<file path="src/rtl/hazard_pkg.sv">
// Shared definitions for the pipeline hazard controller: forward codes,
// result-latency / operand-use constants and the scoreboard entry layout.
package hazard_pkg;

   typedef enum logic [1:0] {
      FWD_NONE = 2'd0,
      FWD_M    = 2'd1,
      FWD_W    = 2'd2,
      FWD_E    = 2'd3
   } fwd_t;

   localparam logic [1:0] TNEW_LOAD  = 2'd2;
   localparam logic [1:0] TNEW_ALU   = 2'd1;
   localparam logic [1:0] TNEW_LINK  = 2'd0;

   localparam logic [1:0] TUSE_BR    = 2'd0;
   localparam logic [1:0] TUSE_ALU   = 2'd1;
   localparam logic [1:0] TUSE_STORE = 2'd2;

   typedef struct packed {
      logic [4:0] tar;
      logic [1:0] tnew;
      logic [4:0] rs;
      logic [4:0] rt;
      logic       md;
      logic       md_div;
   } sb_entry_t;

   function automatic logic [1:0] tnew_dec(input logic [1:0] t);
      return (t == 2'd0) ? 2'd0 : t - 2'd1;
   endfunction

endpackage

</file>
<file path="src/rtl/md_busy_ctr.sv">
// Mult/div busy down-counter: reloads when a mult/div sits in E, otherwise
// counts down to zero; busy while non-zero.
module md_busy_ctr #(
   parameter int MULT_CYC = 5,
   parameter int DIV_CYC  = 10
) (
   input  logic clk,
   input  logic reset_n,
   input  logic start,
   input  logic start_div,
   output logic busy
);

   localparam int MAX_CYC = (DIV_CYC > MULT_CYC) ? DIV_CYC : MULT_CYC;
   localparam int CW      = $clog2(MAX_CYC + 1);

   logic [CW-1:0] cnt;

   // A new mult/div in E always wins over an in-flight count.
   always_ff @(posedge clk) begin
      if (!reset_n) begin
         cnt <= '0;
      end else if (start && start_div) begin
         cnt <= CW'(DIV_CYC);
      end else if (start) begin
         cnt <= CW'(MULT_CYC);
      end else if (cnt != '0) begin
         cnt <= cnt - CW'(1);
      end
   end

   assign busy = (cnt != '0);

endmodule

</file>
<file path="src/rtl/hazard_ctrl.sv">
// Five-stage MIPS hazard controller: E/M/W destination scoreboard with Tnew,
// D-stage stall generation and D/E/M operand forwarding selects.
module hazard_ctrl
   import hazard_pkg::*;
#(
   parameter int MULT_CYC = 5,
   parameter int DIV_CYC  = 10
) (
   input  logic       clk,
   input  logic       reset_n,
   input  logic [4:0] d_rs,
   input  logic [4:0] d_rt,
   input  logic       d_cal_reg,
   input  logic       d_cal_imm,
   input  logic       d_load,
   input  logic       d_store,
   input  logic       d_branch,
   input  logic       d_jr,
   input  logic       d_link,
   input  logic       d_md,
   input  logic       d_load_hilo,
   input  logic       d_store_hilo,
   input  logic       d_md_div,
   input  logic [4:0] d_tar,
   output logic       stall,
   output logic [1:0] fwd_d_rs,
   output logic [1:0] fwd_d_rt,
   output logic [1:0] fwd_e_rs,
   output logic [1:0] fwd_e_rt,
   output logic [1:0] fwd_m_rt,
   output logic       md_busy
);

   sb_entry_t sb_e, sb_m, sb_w;
   sb_entry_t d_ent;

   logic       rs_used, rt_used;
   logic [1:0] tuse_rs, tuse_rt;
   logic       stall_rs, stall_rt, stall_md;

   always_comb begin
      rs_used = 1'b0;
      rt_used = 1'b0;
      tuse_rs = TUSE_BR;
      tuse_rt = TUSE_BR;
      if (d_branch || d_jr) begin
         rs_used = 1'b1;
         rt_used = 1'b1;
      end else if (d_cal_reg || d_md) begin
         rs_used = 1'b1;
         rt_used = 1'b1;
         tuse_rs = TUSE_ALU;
         tuse_rt = TUSE_ALU;
      end else if (d_cal_imm || d_load || d_store || d_store_hilo) begin
         rs_used = 1'b1;
         tuse_rs = TUSE_ALU;
      end
      if (d_store) begin
         rt_used = 1'b1;
         tuse_rt = TUSE_STORE;
      end
   end

   // Instructions that produce nothing enter E with tar=0 so they never match.
   always_comb begin
      d_ent        = '0;
      d_ent.rs     = d_rs;
      d_ent.rt     = d_rt;
      d_ent.md     = d_md;
      d_ent.md_div = d_md && d_md_div;
      if (d_load) begin
         d_ent.tar  = d_tar;
         d_ent.tnew = TNEW_LOAD;
      end else if (d_cal_reg || d_cal_imm || d_load_hilo) begin
         d_ent.tar  = d_tar;
         d_ent.tnew = TNEW_ALU;
      end else if (d_link) begin
         d_ent.tar  = d_tar;
         d_ent.tnew = TNEW_LINK;
      end
   end

   function automatic logic op_hazard(input logic [4:0] r, input logic used,
                                      input logic [1:0] tuse,
                                      input sb_entry_t e, input sb_entry_t m);
      return used && (r != 5'd0) &&
             (((e.tar == r) && (e.tnew > tuse)) ||
              ((m.tar == r) && (m.tnew > tuse)));
   endfunction

   assign stall_rs = op_hazard(d_rs, rs_used, tuse_rs, sb_e, sb_m);
   assign stall_rt = op_hazard(d_rt, rt_used, tuse_rt, sb_e, sb_m);
   assign stall_md = (d_md || d_load_hilo || d_store_hilo) && (sb_e.md || md_busy);
   assign stall    = stall_rs || stall_rt || stall_md;

   // Nearest matching stage decides; if its result is not ready yet, no forward.
   function automatic logic [1:0] fwd_d_sel(input logic [4:0] r, input sb_entry_t e,
                                            input sb_entry_t m, input sb_entry_t w);
      logic [1:0] sel;
      sel = FWD_NONE;
      if (r == 5'd0)       sel = FWD_NONE;
      else if (e.tar == r) sel = (e.tnew == 2'd0) ? FWD_E : FWD_NONE;
      else if (m.tar == r) sel = (m.tnew == 2'd0) ? FWD_M : FWD_NONE;
      else if (w.tar == r) sel = (w.tnew == 2'd0) ? FWD_W : FWD_NONE;
      return sel;
   endfunction

   function automatic logic [1:0] fwd_mw_sel(input logic [4:0] r, input sb_entry_t m,
                                             input sb_entry_t w);
      logic [1:0] sel;
      sel = FWD_NONE;
      if (r == 5'd0)       sel = FWD_NONE;
      else if (m.tar == r) sel = (m.tnew == 2'd0) ? FWD_M : FWD_NONE;
      else if (w.tar == r) sel = (w.tnew == 2'd0) ? FWD_W : FWD_NONE;
      return sel;
   endfunction

   assign fwd_d_rs = fwd_d_sel(d_rs, sb_e, sb_m, sb_w);
   assign fwd_d_rt = fwd_d_sel(d_rt, sb_e, sb_m, sb_w);
   assign fwd_e_rs = fwd_mw_sel(sb_e.rs, sb_m, sb_w);
   assign fwd_e_rt = fwd_mw_sel(sb_e.rt, sb_m, sb_w);

   always_comb begin
      fwd_m_rt = FWD_NONE;
      if ((sb_m.rt != 5'd0) && (sb_w.tar == sb_m.rt) && (sb_w.tnew == 2'd0))
         fwd_m_rt = FWD_W;
   end

   always_ff @(posedge clk) begin
      if (!reset_n) begin
         sb_e <= '0;
         sb_m <= '0;
         sb_w <= '0;
      end else begin
         sb_w      <= sb_m;
         sb_w.tnew <= tnew_dec(sb_m.tnew);
         sb_m      <= sb_e;
         sb_m.tnew <= tnew_dec(sb_e.tnew);
         sb_e      <= stall ? '0 : d_ent;
      end
   end

   // Fields carried down the pipe for visibility but not consumed in M/W.
   logic unused_sb_bits;
   assign unused_sb_bits = ^{sb_m.rs, sb_m.md, sb_m.md_div,
                             sb_w.rs, sb_w.rt, sb_w.md, sb_w.md_div};

   md_busy_ctr #(
      .MULT_CYC (MULT_CYC),
      .DIV_CYC  (DIV_CYC)
   ) u_md_busy_ctr (
      .clk       (clk),
      .reset_n   (reset_n),
      .start     (sb_e.md),
      .start_div (sb_e.md_div),
      .busy      (md_busy)
   );

endmodule

</file>
<file path="config.mk">
export PLATFORM = sky130hd
export DESIGN_NAME = hazard_ctrl
export DESIGN_NICKNAME = d
export VERILOG_FILES = /design/src/rtl/hazard_pkg.sv /design/src/rtl/md_busy_ctr.sv /design/src/rtl/hazard_ctrl.sv
export SDC_FILE = /design/constraint.sdc
export NUM_CORES = 1
export LEC_CHECK = 0
export BUFFER_PORTS_ARGS = -buffer_cell sky130_fd_sc_hd__buf_2
export CAP_MARGIN = 10
export CORE_MARGIN = 3
export CORE_UTILIZATION = 25
export DETAILED_ROUTE_END_ITERATION = 6
export GPL_ROUTABILITY_DRIVEN = 1
export PLACE_DENSITY = 0.49
export SLEW_MARGIN = 40
export SYNTH_ARGS = -nofsm -noshare
export SYNTH_HDL_FRONTEND = slang
export SYNTH_SLANG_ARGS = --single-unit
</file>
<file path="constraint.sdc">
create_clock -name clk -period 2 [get_ports clk]
set_input_delay 0 -clock clk [delete_from_list [all_inputs] [get_ports clk]]
set_output_delay 0 -clock clk [all_outputs]
set_load 0.005 [all_outputs]
</file>
==> results.md <==
- Status: finished, violations left
- Failing checks: negative setup slack
- Crit-path cells: ha_4, nor2b_4, o21ai_1, or4b_1, o211ai_2, buf_6, or2_1, buf_2
- Leading area contributor after synthesis: dfxtp_1
- Initial DRT Pass Iterations: 4
- Slowest CP cell: or4b_1
- Clock Pin Slew Worst Setup and Hold Paths: 0.08 ns
- Max Cap Violations: 0
- Row cnt: 35
- Post-Syn Nets: 325
- Tot GR Track Use: 12.31%
- CTS buffer count: 5
- Die width: 104.6 um
- RePlAce Congestion: 0.8108
- Post-DRT Antenna Nets: 0
- Least-Margin Pin Slew: 0.6604 ns
- Max FO, Critical Path: 2
- Final setup viols: 1
- Top_reg_cell synth: dfxtp_1
- Syn avg cell area: 8.416 um^2
- Rel. slew slack: 55.97%
- Die ar.: 10,950 um^2
- Synth Cell Area: 2432 um^2
- Ys async rst share: 0%
- Vias: 2,097
- Register area share after synthesis: 34.57%
- DR WL/cell: 14.03 um
- Hold Path Class: input pin to flop
- Initial antenna violation count: 0
- Worst skew pair latency: 0.31 ns
- Critical path's largest stage delay: 0.53 ns
- Yosys top cell area share: 34.57%
- Fin nets: 381
- H-tree depth: 2
- P per Cell Area: 1011 nW/um^2
- Vias per std cell: 4.415
- RSZ-0062 raised after global routing: true
- Post-layout min period: 2.017 ns
- WP data required: 2.00 ns
- Core ar.: 9328 um^2
- Setup slack after layout: -0.01697 ns
- Hold WS: 0.1500 ns
- Crit. End Element: primary output
- Layout area overhead: 29.84%
- Critical path arrival: 2.02 ns
- Grt ovf: 0
- Number of synthesis warnings: 0
- Die height: 104.6 um
- ANT cells: 0
- Seq cells post-synth: 42
- Top cells by area, synth: dfxtp_1 (35%), xnor2_1 (12%), xor2_1 (8.3%), nor3_1 (6.0%), and2_1 (4.4%)
- I/O pin cnt: 40
- Sink Count: 42
- Worst VDD drop: 0.0004378 V
- Mapped Cells: 289
- Vias in the first global route: 2,137
- CTS tree: done
- Initial DRC Count: 68
- Port-buffer cells: 38
- Drt drc: 0
- Setup Skew: 0.01385 ns
- Total power: 3.192 mW
- First-pass GRT wire length: 10,620 um
- Max Clock Freq: 495.8 MHz
- Root buffer cell: clkbuf_8
- Largest net degree at the start of global routing: 41
- Final WL: 6664 um
- Layout cell share with drive strength beyond 1: 23.99%
- Post-DP HPWL: 4950 um
- Count leader, synth: dfxtp_1
- Synth top cells by count: dfxtp_1 (42), xnor2_1 (34), nor3_1 (29)
- Static Leak: 1.348 nW
- Final period util: 100.8%
- Starting Density: 26.08%
- Crit path kind: flop to primary output
- Final hold vios: 0
- Clk buf depth: 2
- Pins over their slew limit: 0
- Crit path launch type: flop
- Post-synth EDFFs: 0
- Cell variety after synth: 39
==> report_power, final <==
| part | internal (mW) | switching (mW) |
|---|---|---|
| Combinational | 0.701 | 0.636 |
| Sequential | 0.994 | 0.166 |
| Clock | 0.372 | 0.323 |
| Total | 2.07 | 1.12 |
==> critical path: cells and delay by family, from the launching register on <==
kind	cells	cell delay [ns]
adder cells (fa/ha/maj)	1	0.26
AND/OR/NAND/NOR	3	0.73
buffers and inverters	2	0.23
AO/OA/AOI/OAI	2	0.15
flip-flops	1	0.34
==> metrics by stage <==
stage / util, % / TNS [ns] / setup WS, ns / cells / cell area (um^2)
floorplan: - / 0 / 0.2879 / 289 / 2432
global placement: 29.36 / 0 / 0.1145 / 443 / 2739
detailed placement: 29.36 / 0 / 0.09887 / 443 / 2739
CTS: 33.17 / 0 / 0.003594 / 472 / 3094
global route: 33.86 / -0.1024 / -0.09237 / 475 / 3158
finish: 33.86 / -0.01697 / -0.01697 / 475 / 3158
==> kinds of logic after synthesis <==
kind of cell,synth area share [%]
AO/OA/AOI/OAI,7.871
adder cells (fa/ha/maj),4.115
flip-flops,34.57
AND/OR/NAND/NOR,27.21
other,0.1542
buffers and inverters,5.556
XOR/XNOR,20.52
==> layer usage <==
layer,share of wire (%),track usage (%),wire (um)
met1,46,15.78,3043
met2,48,20.80,3175
met3,5.4,2.285,358
met4,1.3,4.124,86
met5,0,0,0
==> cell usage in the layout (no fill, tap or decap), types with 2 or more instances in the layout <==
master / Yosys / final
dlygate4sd3_1: 0 / 19
ha_4: 0 / 2
ha_1: 8 / 6
buf_6: 2 / 3
dfxtp_2: 0 / 8
buf_2: 0 / 38
clkinvlp_4: 0 / 2
nor2_1: 14 / 13
xor2_1: 23 / 23
clkbuf_8: 0 / 5
nand2_1: 21 / 21
nor3_2: 2 / 3
o21a_1: 4 / 4
and3_1: 3 / 3
nor2b_1: 4 / 3
nand4_1: 4 / 4
inv_1: 10 / 9
nor4_1: 6 / 6
or2_2: 3 / 3
xnor2_1: 34 / 34
o211ai_1: 4 / 4
buf_4: 2 / 9
nor3_1: 29 / 28
o211a_1: 2 / 2
dfxtp_1: 42 / 34
and2_1: 17 / 16
or3_1: 5 / 5
nand3_1: 12 / 12
a21oi_1: 6 / 6
==> sequential cells by signal (all words and copies together) (netlist names) <==
name               cells
sb_m                  12
u_md_busy_ctr.cnt      4
sb_w                   7
sb_e                  19
==> worst paths after layout <==
check              to  depth (start not counted)  slack (ns)       from
max             stall                          8       -0.02   sb_e[13]
min          sb_e[12]                          4        0.15  d_cal_imm
max reg2reg   sb_e[8]                          9        0.06   sb_e[13]
min reg2reg  sb_m[12]                          1        0.42   sb_e[12]
==> what timing repair did <==
| item | CTS | global route |
|---|---|---|
| hold buffers | 19 | 0 |
| pin swaps | 0 | 6 |
| setup endpoints to repair | 1 | 2 |
| setup buffers | 2 | 3 |
| resized for setup | 10 | 11 |
| hold endpoints to repair | 19 | 0 |
==> layout make-up <==
type | instances | area (um^2)
multi-input cells | 217 | 1513
fillers | 997 | 6170
clock buffers | 5 | 68.82
well taps | 129 | 161.4
repair buffers | 69 | 481.7
flip-flops and latches | 42 | 850.8
inverters | 10 | 37.54
clock inverters | 3 | 45.04
No activity file was read; power rests on OpenSTA's default activity.
